File: config.mk
export PLATFORM = sky130hd
export DESIGN_NAME = mem_port_arbiter
export DESIGN_NICKNAME = d
export VERILOG_FILES = /design/src/rtl/mem_port_arbiter_pkg.sv /design/src/rtl/mem_port_arbiter_mux.sv /design/src/rtl/mem_port_arbiter.sv
export SDC_FILE = /design/constraint.sdc
export NUM_CORES = 1
export LEC_CHECK = 0
export CAP_MARGIN = 20
export CORE_ASPECT_RATIO = 1.2
export CORE_MARGIN = 3
export CORE_UTILIZATION = 29
export CTS_CLUSTER_SIZE = 12
export DETAILED_ROUTE_END_ITERATION = 8
export HOLD_SLACK_MARGIN = 0.12
export PLACE_DENSITY = 0.87
export SKIP_LAST_GASP = 1
export SYNTH_ARGS = -nofsm -noshare
export SYNTH_HDL_FRONTEND = slang
export SYNTH_SLANG_ARGS = --single-unit
File: constraint.sdc
create_clock -name clk -period 2 [get_ports clk]
set_clock_uncertainty 0.2 [all_clocks]
set_input_delay 0.3 -clock clk [delete_from_list [all_inputs] [get_ports clk]]
set_output_delay 0.3 -clock clk [all_outputs]
set_load 0.05 [all_outputs]
File: src/rtl/mem_port_arbiter_pkg.sv
// Shared types and constants for the memory port arbiter.
// State encoding, requester ids and the round-robin pick.
package mem_port_arbiter_pkg;

  typedef enum logic [1:0] {
    IDLE = 2'b00,
    GNT0 = 2'b01,
    GNT1 = 2'b10
  } state_t;

  localparam logic REQ_FETCH = 1'b0;
  localparam logic REQ_LSU   = 1'b1;

  localparam int TIMEOUT_DEF = 16;

  // Pick the next owner; on contention favour the id that did not go last.
  function automatic state_t arbitrate(
    input logic r0,
    input logic r1,
    input logic last
  );
    state_t nxt;
    nxt = IDLE;
    unique case (1'b1)
      (r0 && r1):  nxt = (last == REQ_FETCH) ? GNT1 : GNT0;
      (r0 && !r1): nxt = GNT0;
      (!r0 && r1): nxt = GNT1;
      default:     nxt = IDLE;
    endcase
    return nxt;
  endfunction

endpackage

File: src/rtl/mem_port_arbiter_mux.sv
// 2:1 32-bit address mux feeding the shared memory port.
// Pure combinational select between the two requester addresses.
module mux_2x1 (
  input  logic [31:0] I0,
  input  logic [31:0] I1,
  input  logic        s,
  output logic [31:0] Y
);

  // Route I1 when s is set, otherwise I0.
  always_comb begin
    Y = s ? I1 : I0;
  end

endmodule

File: src/rtl/mem_port_arbiter.sv
// Round-robin owner of the shared memory address port.
// Holds a grant per transaction; aborts on withdrawal or stall.
module mem_port_arbiter
  import mem_port_arbiter_pkg::*;
#(
  parameter int TIMEOUT = TIMEOUT_DEF,
  parameter int CNT_W   = 8
) (
  input  logic        clk,
  input  logic        rst,
  input  logic        req0,
  input  logic [31:0] addr0,
  input  logic        req1,
  input  logic [31:0] addr1,
  input  logic        mem_ready,
  output logic        gnt0,
  output logic        gnt1,
  output logic        done0,
  output logic        done1,
  output logic        mem_valid,
  output logic [31:0] mem_addr,
  output logic        sel,
  output logic        timeout_err
);

  localparam logic [CNT_W-1:0] CNT_LAST = CNT_W'(TIMEOUT - 1);

  state_t           state;
  state_t           state_n;
  logic [CNT_W-1:0] cnt;
  logic [CNT_W-1:0] cnt_n;
  logic             last;
  logic             last_n;
  logic             sel_n;
  logic             done0_n;
  logic             done1_n;
  logic             terr_n;

  logic             id;
  logic             own_req;

  // State, counter, owner history and registered pulses.
  always_ff @(posedge clk) begin
    if (rst) begin
      state       <= IDLE;
      cnt         <= '0;
      last        <= REQ_LSU;
      sel         <= REQ_FETCH;
      done0       <= 1'b0;
      done1       <= 1'b0;
      timeout_err <= 1'b0;
    end else begin
      state       <= state_n;
      cnt         <= cnt_n;
      last        <= last_n;
      sel         <= sel_n;
      done0       <= done0_n;
      done1       <= done1_n;
      timeout_err <= terr_n;
    end
  end

  // Next state: arbitrate when idle or when a transaction ends.
  always_comb begin
    state_n = state;
    cnt_n   = cnt;
    last_n  = last;
    done0_n = 1'b0;
    done1_n = 1'b0;
    terr_n  = 1'b0;
    id      = (state == GNT1);
    own_req = id ? req1 : req0;

    case (state)
      IDLE: begin
        state_n = arbitrate(req0, req1, last);
      end
      GNT0, GNT1: begin
        if (mem_ready) begin
          done0_n = !id;
          done1_n = id;
          last_n  = id;
          cnt_n   = '0;
          state_n = arbitrate(req0, req1, id);
        end else if (!own_req) begin
          last_n  = id;
          cnt_n   = '0;
          state_n = arbitrate(req0, req1, id);
        end else if (cnt == CNT_LAST) begin
          terr_n  = 1'b1;
          last_n  = id;
          cnt_n   = '0;
          state_n = arbitrate(req0, req1, id);
        end else begin
          cnt_n   = cnt + CNT_W'(1);
        end
      end
      default: begin
        state_n = IDLE;
        cnt_n   = '0;
      end
    endcase
  end

  // Select follows the grant; it is held while idle.
  always_comb begin
    sel_n = sel;
    unique case (1'b1)
      (state_n == GNT0): sel_n = REQ_FETCH;
      (state_n == GNT1): sel_n = REQ_LSU;
      default:           sel_n = sel;
    endcase
  end

  // Port-facing grant and valid decode.
  always_comb begin
    gnt0      = (state == GNT0);
    gnt1      = (state == GNT1);
    mem_valid = gnt0 | gnt1;
  end

  mux_2x1 u_addr_mux (
    .I0 (addr0),
    .I1 (addr1),
    .s  (sel),
    .Y  (mem_addr)
  );

endmodule

After elaboration in Yosys (flattened, before gate mapping)
Cells that the tools add are included.
Storage, ports and cells
  flip-flop bits (word level): 15
  latch bits: 0
  RAM bits: 0
  ROM bits: 0
  input port bits: 69
  memories: 0
Operators by class
  add/sub/neg operators: 1
  multipliers: 0
  divide/modulo/power cells: 0
  $lt $le $gt $ge: 0
  eq/ne operators: 6
  shift-type cells: 0
  multiplexer cells: 19
  bitwise logic cells: 4
  reduce and logical (&&, ||, !) cells: 12
Operators with widths (count)
  32-bit two-way mux: 1
  8-bit two-way mux: 3
  8-bit case mux with 2 select lines: 1
  2-bit case mux with 3 select lines: 2
  2-bit two-way mux: 5
  8-bit by 1-bit adder with 8-bit output, second input constant: 1
  8-bit by 4-bit equality test with 1-bit output, second input constant: 1
  1-bit two-way mux: 5
  2-bit by 1-bit equality test with 1-bit output, second input constant: 2
  2-bit equality test, second input constant: 2
  2-bit case mux with 2 select lines: 1
  4-bit OR reduction: 1
  1-bit logical AND: 3
  1-bit zero test: 3
  3-bit by 2-bit inequality test with 1-bit output, second input constant: 1
  1-bit NOT: 3
  3-bit OR reduction: 1
  2-bit zero test: 1
  1-bit case mux with 2 select lines: 1
  2-bit AND reduction: 1
  2-bit nonzero test: 1
  2-bit OR reduction: 1
  1-bit OR: 1

Logic depth before layout (Yosys ltp)
  depth after elaboration: 9
  gate-level depth with buffers: 9
  gate-level depth less buffers: 9

By module
From an unflattened synthesis, not the netlist that was laid out.
Unflattened totals
  cell total of the unflattened synthesis: 142
  area, all modules: 1445.1 µm²
Modules (own cells, without submodules)
  mem_port_arbiter: instances 1, cells each 106, area each 900.9 µm²
  mux_2x1: instances 1, cells each 36, area each 544.3 µm²

Worst setup path before layout
No wires, ideal clock.
  kind: register to register
  start: register state[0]
  end: register sel
  data arrival time: 2.306 ns
  required time: 1.672 ns
  setup slack: -0.634 ns
  cell stages (with the launch flop): 10
  buffers on the path: 0
  cells stage by stage: dfxtp_1 -> inv_1 -> ha_1 -> mux2i_1 -> nor2_2 -> a2111oi_2 -> nor3_1 -> ha_1 -> mux2i_1 -> nor2_1
On the way
  longest elaborated chain between the ends: 9
  elaborated cells on any way between the ends: 15
  classes of those cells: eq/ne: 4; mux: 8; reduce/logical: 3
Ends and longest elaborated chain
  start, declared: line mem_port_arbiter.sv:28  | state_t state;
  start signal, assigned: line mem_port_arbiter.sv:53  | state <= state_n;
  2-bit equality test *
  via gnt1: line mem_port_arbiter.sv:17  | output logic gnt1,
  2-bit two-way mux: line mem_port_arbiter_pkg.sv:25  | (r0 && r1): nxt = (last == REQ_FETCH) ? GNT1 : GNT0;
  2-bit case mux with 3 select lines: line mem_port_arbiter_pkg.sv:24  | unique case (1'b1)
  2-bit two-way mux: line mem_port_arbiter.sv:89  | end else if (cnt == CNT_LAST) begin
  2-bit two-way mux: line mem_port_arbiter.sv:85  | end else if (!own_req) begin
  2-bit two-way mux: line mem_port_arbiter.sv:79  | if (mem_ready) begin
  2-bit case mux with 2 select lines *: line mem_port_arbiter.sv:74  | case (state)
  2-bit equality test / 2-bit by 1-bit equality test with 1-bit output (equally long branches): line mem_port_arbiter.sv:110, mem_port_arbiter.sv:109
  1-bit case mux with 2 select lines / 2-bit nonzero test (equally long branches)
  end signal, assigned: line mem_port_arbiter.sv:56  | sel <= sel_n;
  end, declared: line mem_port_arbiter.sv:22  | output logic sel,
The timed path passes the listed nets; every way through them passes the cells marked *.
A chain may end at the register's enable or synchronous reset.

Worst setup path in the final report
  start: register state[0]
  end: register sel
On the way
  longest elaborated chain between the ends: 9
  elaborated cells on any way between the ends: 15
  classes of those cells: eq/ne: 4; mux: 8; reduce/logical: 3
Ends and longest elaborated chain (line)
  2-bit equality test: mem_port_arbiter.sv:71, mem_port_arbiter.sv:74
  2-bit two-way mux: mem_port_arbiter_pkg.sv:25
  2-bit case mux with 3 select lines: mem_port_arbiter_pkg.sv:24
  2-bit two-way mux: mem_port_arbiter.sv:89
  2-bit two-way mux: mem_port_arbiter.sv:85
  2-bit two-way mux: mem_port_arbiter.sv:79
  2-bit case mux with 2 select lines *: mem_port_arbiter.sv:74
  2-bit equality test / 2-bit by 1-bit equality test with 1-bit output (equally long branches): mem_port_arbiter.sv:110, mem_port_arbiter.sv:109
  1-bit case mux with 2 select lines / 2-bit nonzero test (equally long branches)
Mark *: on every way between the ends. The rest lies on a longest branch, timed or not.

==> results.toml <==
[placed_design]
place_ws_ns = -0.3904
port_buffers = 107
placed_area_sq_um = 2776
dp_hpwl_microns = 4385
placedCellCount = 329
place.gp.congestion = 0.9991

[power_and_ir_drop]
p_leak_nw = 1.156
power.switching_mw = 0.9502
ir_drop_mv = 0.5871
switching_share = 0.4357
p_comb_frac = 0.730
clkPwrFrac = 0.109
power_density_nw_per_um2 = 759.5
p_seq_frac = 0.161
p_int_mw = 1.231
total_power_mw = 2.181

[synthesis]
synthCells = 140
synth-seq-cells = 15
yosysMostFrequentCell = "mux2_2"
synthesis.nets = 215
synthesis.area_sq_um = 1265
synth.area.top_cells = "mux2_2, dfxtp_1, ha_1, nor3_1, nand2_1"
synth_seq_area_share = 0.2374
synth_commonest_cells = "mux2_2, dfxtp_1, nor3_1"
synth_top_cell_by_area = "mux2_2"
synth_edf_count = 0
synthArstFlopShare = 0
synth_cell_types = 34
yosysTopAreaCellShare = 0.2849
avgSynthCellArea_sq_um = 9.035
ys_warn_count = 0
synth_ff_type = "dfxtp_1"

[setup_path]
r2r_setup_slack_ns = -0.11
critPathLaunchType = "register"
path_delay_family = "adder cells"
slowest_stage = "dfxtp_2"
cp_cell_sequence = "inv_2, ha_4, mux2i_4, nor2_4, a2111oi_4, nor3_1, ha_1, mux2i_1, nor2_1"
end_kind = "register"
slowest_delay_ns = 0.32
crit_fanout = 3
cp.arrival_ns = 2.05
path_class = "register to register"
cp.required_ns = 1.94
cp_num_buf_inv = 1

[run_status]
status = "complete, but fails checks"
violations = "setup timing"

[die]
ios = 108
start_util = 0.3111
die_h_microns = 78.35
design.die.area_sq_um = 5194
rows = 25
coreArea_sq_um = 4066
die_x_microns = 66.29

[final_layout]
n_antenna_cell = 0
nets = 357
fin_cells = 335
regArea_sq_um = 302.8
finish.instance_area_sq_um = 2872
nFillCells = 294
drive_above_1_share = 0.4448
multi_input_area_sq_um = 991.0
fin_util = 0.7062
syn_to_final_growth_pct = 127.0

[clocking]
clock-sinks = 15
hold_buffers = 0
cts_tree = "done"
clk_pin_slew_worst_paths_ns = 0.06
clk-insertion-delay-late_ns = 0.24
cts_made_buffers = 3
htree_levels = 1
cts_buffer_depth = 2
clk_root_buffer_cell = "clkbuf_8"

[global_routing]
overflow = 0
antenna_found_initial = 0
grt_usage = 0.1976
grt_max_degree = 20
grt_pass1_wl_microns = 8086
grt_pass1_vias = 1755

[timing]
slew_violations = 0
max_freq_ghz = 0.4733
hold_violations = 0
timing.final.ws_setup_ns = -0.1129
holdWs_ns = 0.3627
setup_tns_ns = -0.1129
rsz0062_at_grt = "true"
setup-violations-final = 1
fin_crit_sh = 1.056
max-slew-margin-rel = 0.6647
post-route-min-period_ns = 2.113
tightest_slew_ns = 0.5013

[drt]
via_count = 1625
drt_iter0_markers = 28
antenna_left = 0
dr.pass1.iters = 4
wire_per_inst_microns = 15.53
wl_microns = 5201
avgViaCountPerCell = 4.851
drc = 0

[flow_run]
maxCapViolCount = 0

[min_path]
hold_class = "register to register"
## layout make-up
cell class                 count  area share
clock buffer                   4     0.01569
multi-input combinational    113      0.3451
inverter                       5    0.006536
sequential                    15      0.1054
tap                           54     0.02353
timing repair buffer         144      0.5037
## power groups by stage
stage | Clock (mW) | Sequential (mW) | Combinational [mW]
global route | 0.256 | 0.354 | 1.67
CTS | 0.243 | 0.351 | 1.58
detailed placement | 0 | 0.358 | 1.56
finish | 0.238 | 0.351 | 1.59
global placement | 0 | 0.355 | 1.54
floorplan | 0 | 0.382 | 0.851
## worst paths after layout
kind	from	endpoint	cells past startpoint
min reg2reg	cnt[7]	cnt[7]	2
max	state[0]	sel	9
max reg2reg	state[0]	sel	9
min	cnt[7]	cnt[7]	2
## cells by family after synthesis
kind of cell / count (synthesis) / share of synthesized area
and+or+nand+nor: 50 / 0.2245
muxes: 35 / 0.3086
AOI/OAI and AO/OA: 17 / 0.09495
DFF: 15 / 0.2374
buffers and inverters: 12 / 0.04055
adders and majority gates: 6 / 0.05935
xor gates and xnor gates: 5 / 0.03463
## worst min-delay path: stages, from the launching register on
cell	delay, ns
dfxtp_1	0.34
xnor2_1	0.13
nor3_1	0.05
## metal layers
metal	up-vias	track usage	part of all wire
li1	796	-	-
met1	754	0.2163	0.37
met2	65	0.3724	0.56
met3	10	0.05293	0.056
met4	0	0.03659	0.018
met5	-	0	0
## state kept, by name, indices dropped and copies added, names as in the netlist
name         flops
cnt              8
done0            1
done1            1
last             1
sel              1
state            2
timeout_err      1
## timing repair
| action | in CTS | in global routing |
|---|---|---|
| setup buffers | 0 | 2 |
| endpoints found under the setup margin | 1 | 9 |
| pin swaps | 3 | 3 |
| gates resized for setup | 4 | 3 |
## cells in the final DEF (no fill, tap or decap), types with 3 or more instances in the layout
cell type	synthesis	final
xor2_1	3	3
nor3_1	12	10
nor2_1	8	8
clkbuf_8	0	3
clkdlybuf4s50_1	0	71
a21oi_1	7	6
ha_1	6	4
buf_4	0	58
nand2_1	10	10
nand3_1	5	5
dfxtp_1	15	13
inv_1	5	4
mux2_2	32	32
buf_12	0	15
Note: power is estimated with default switching activity, not from simulation.
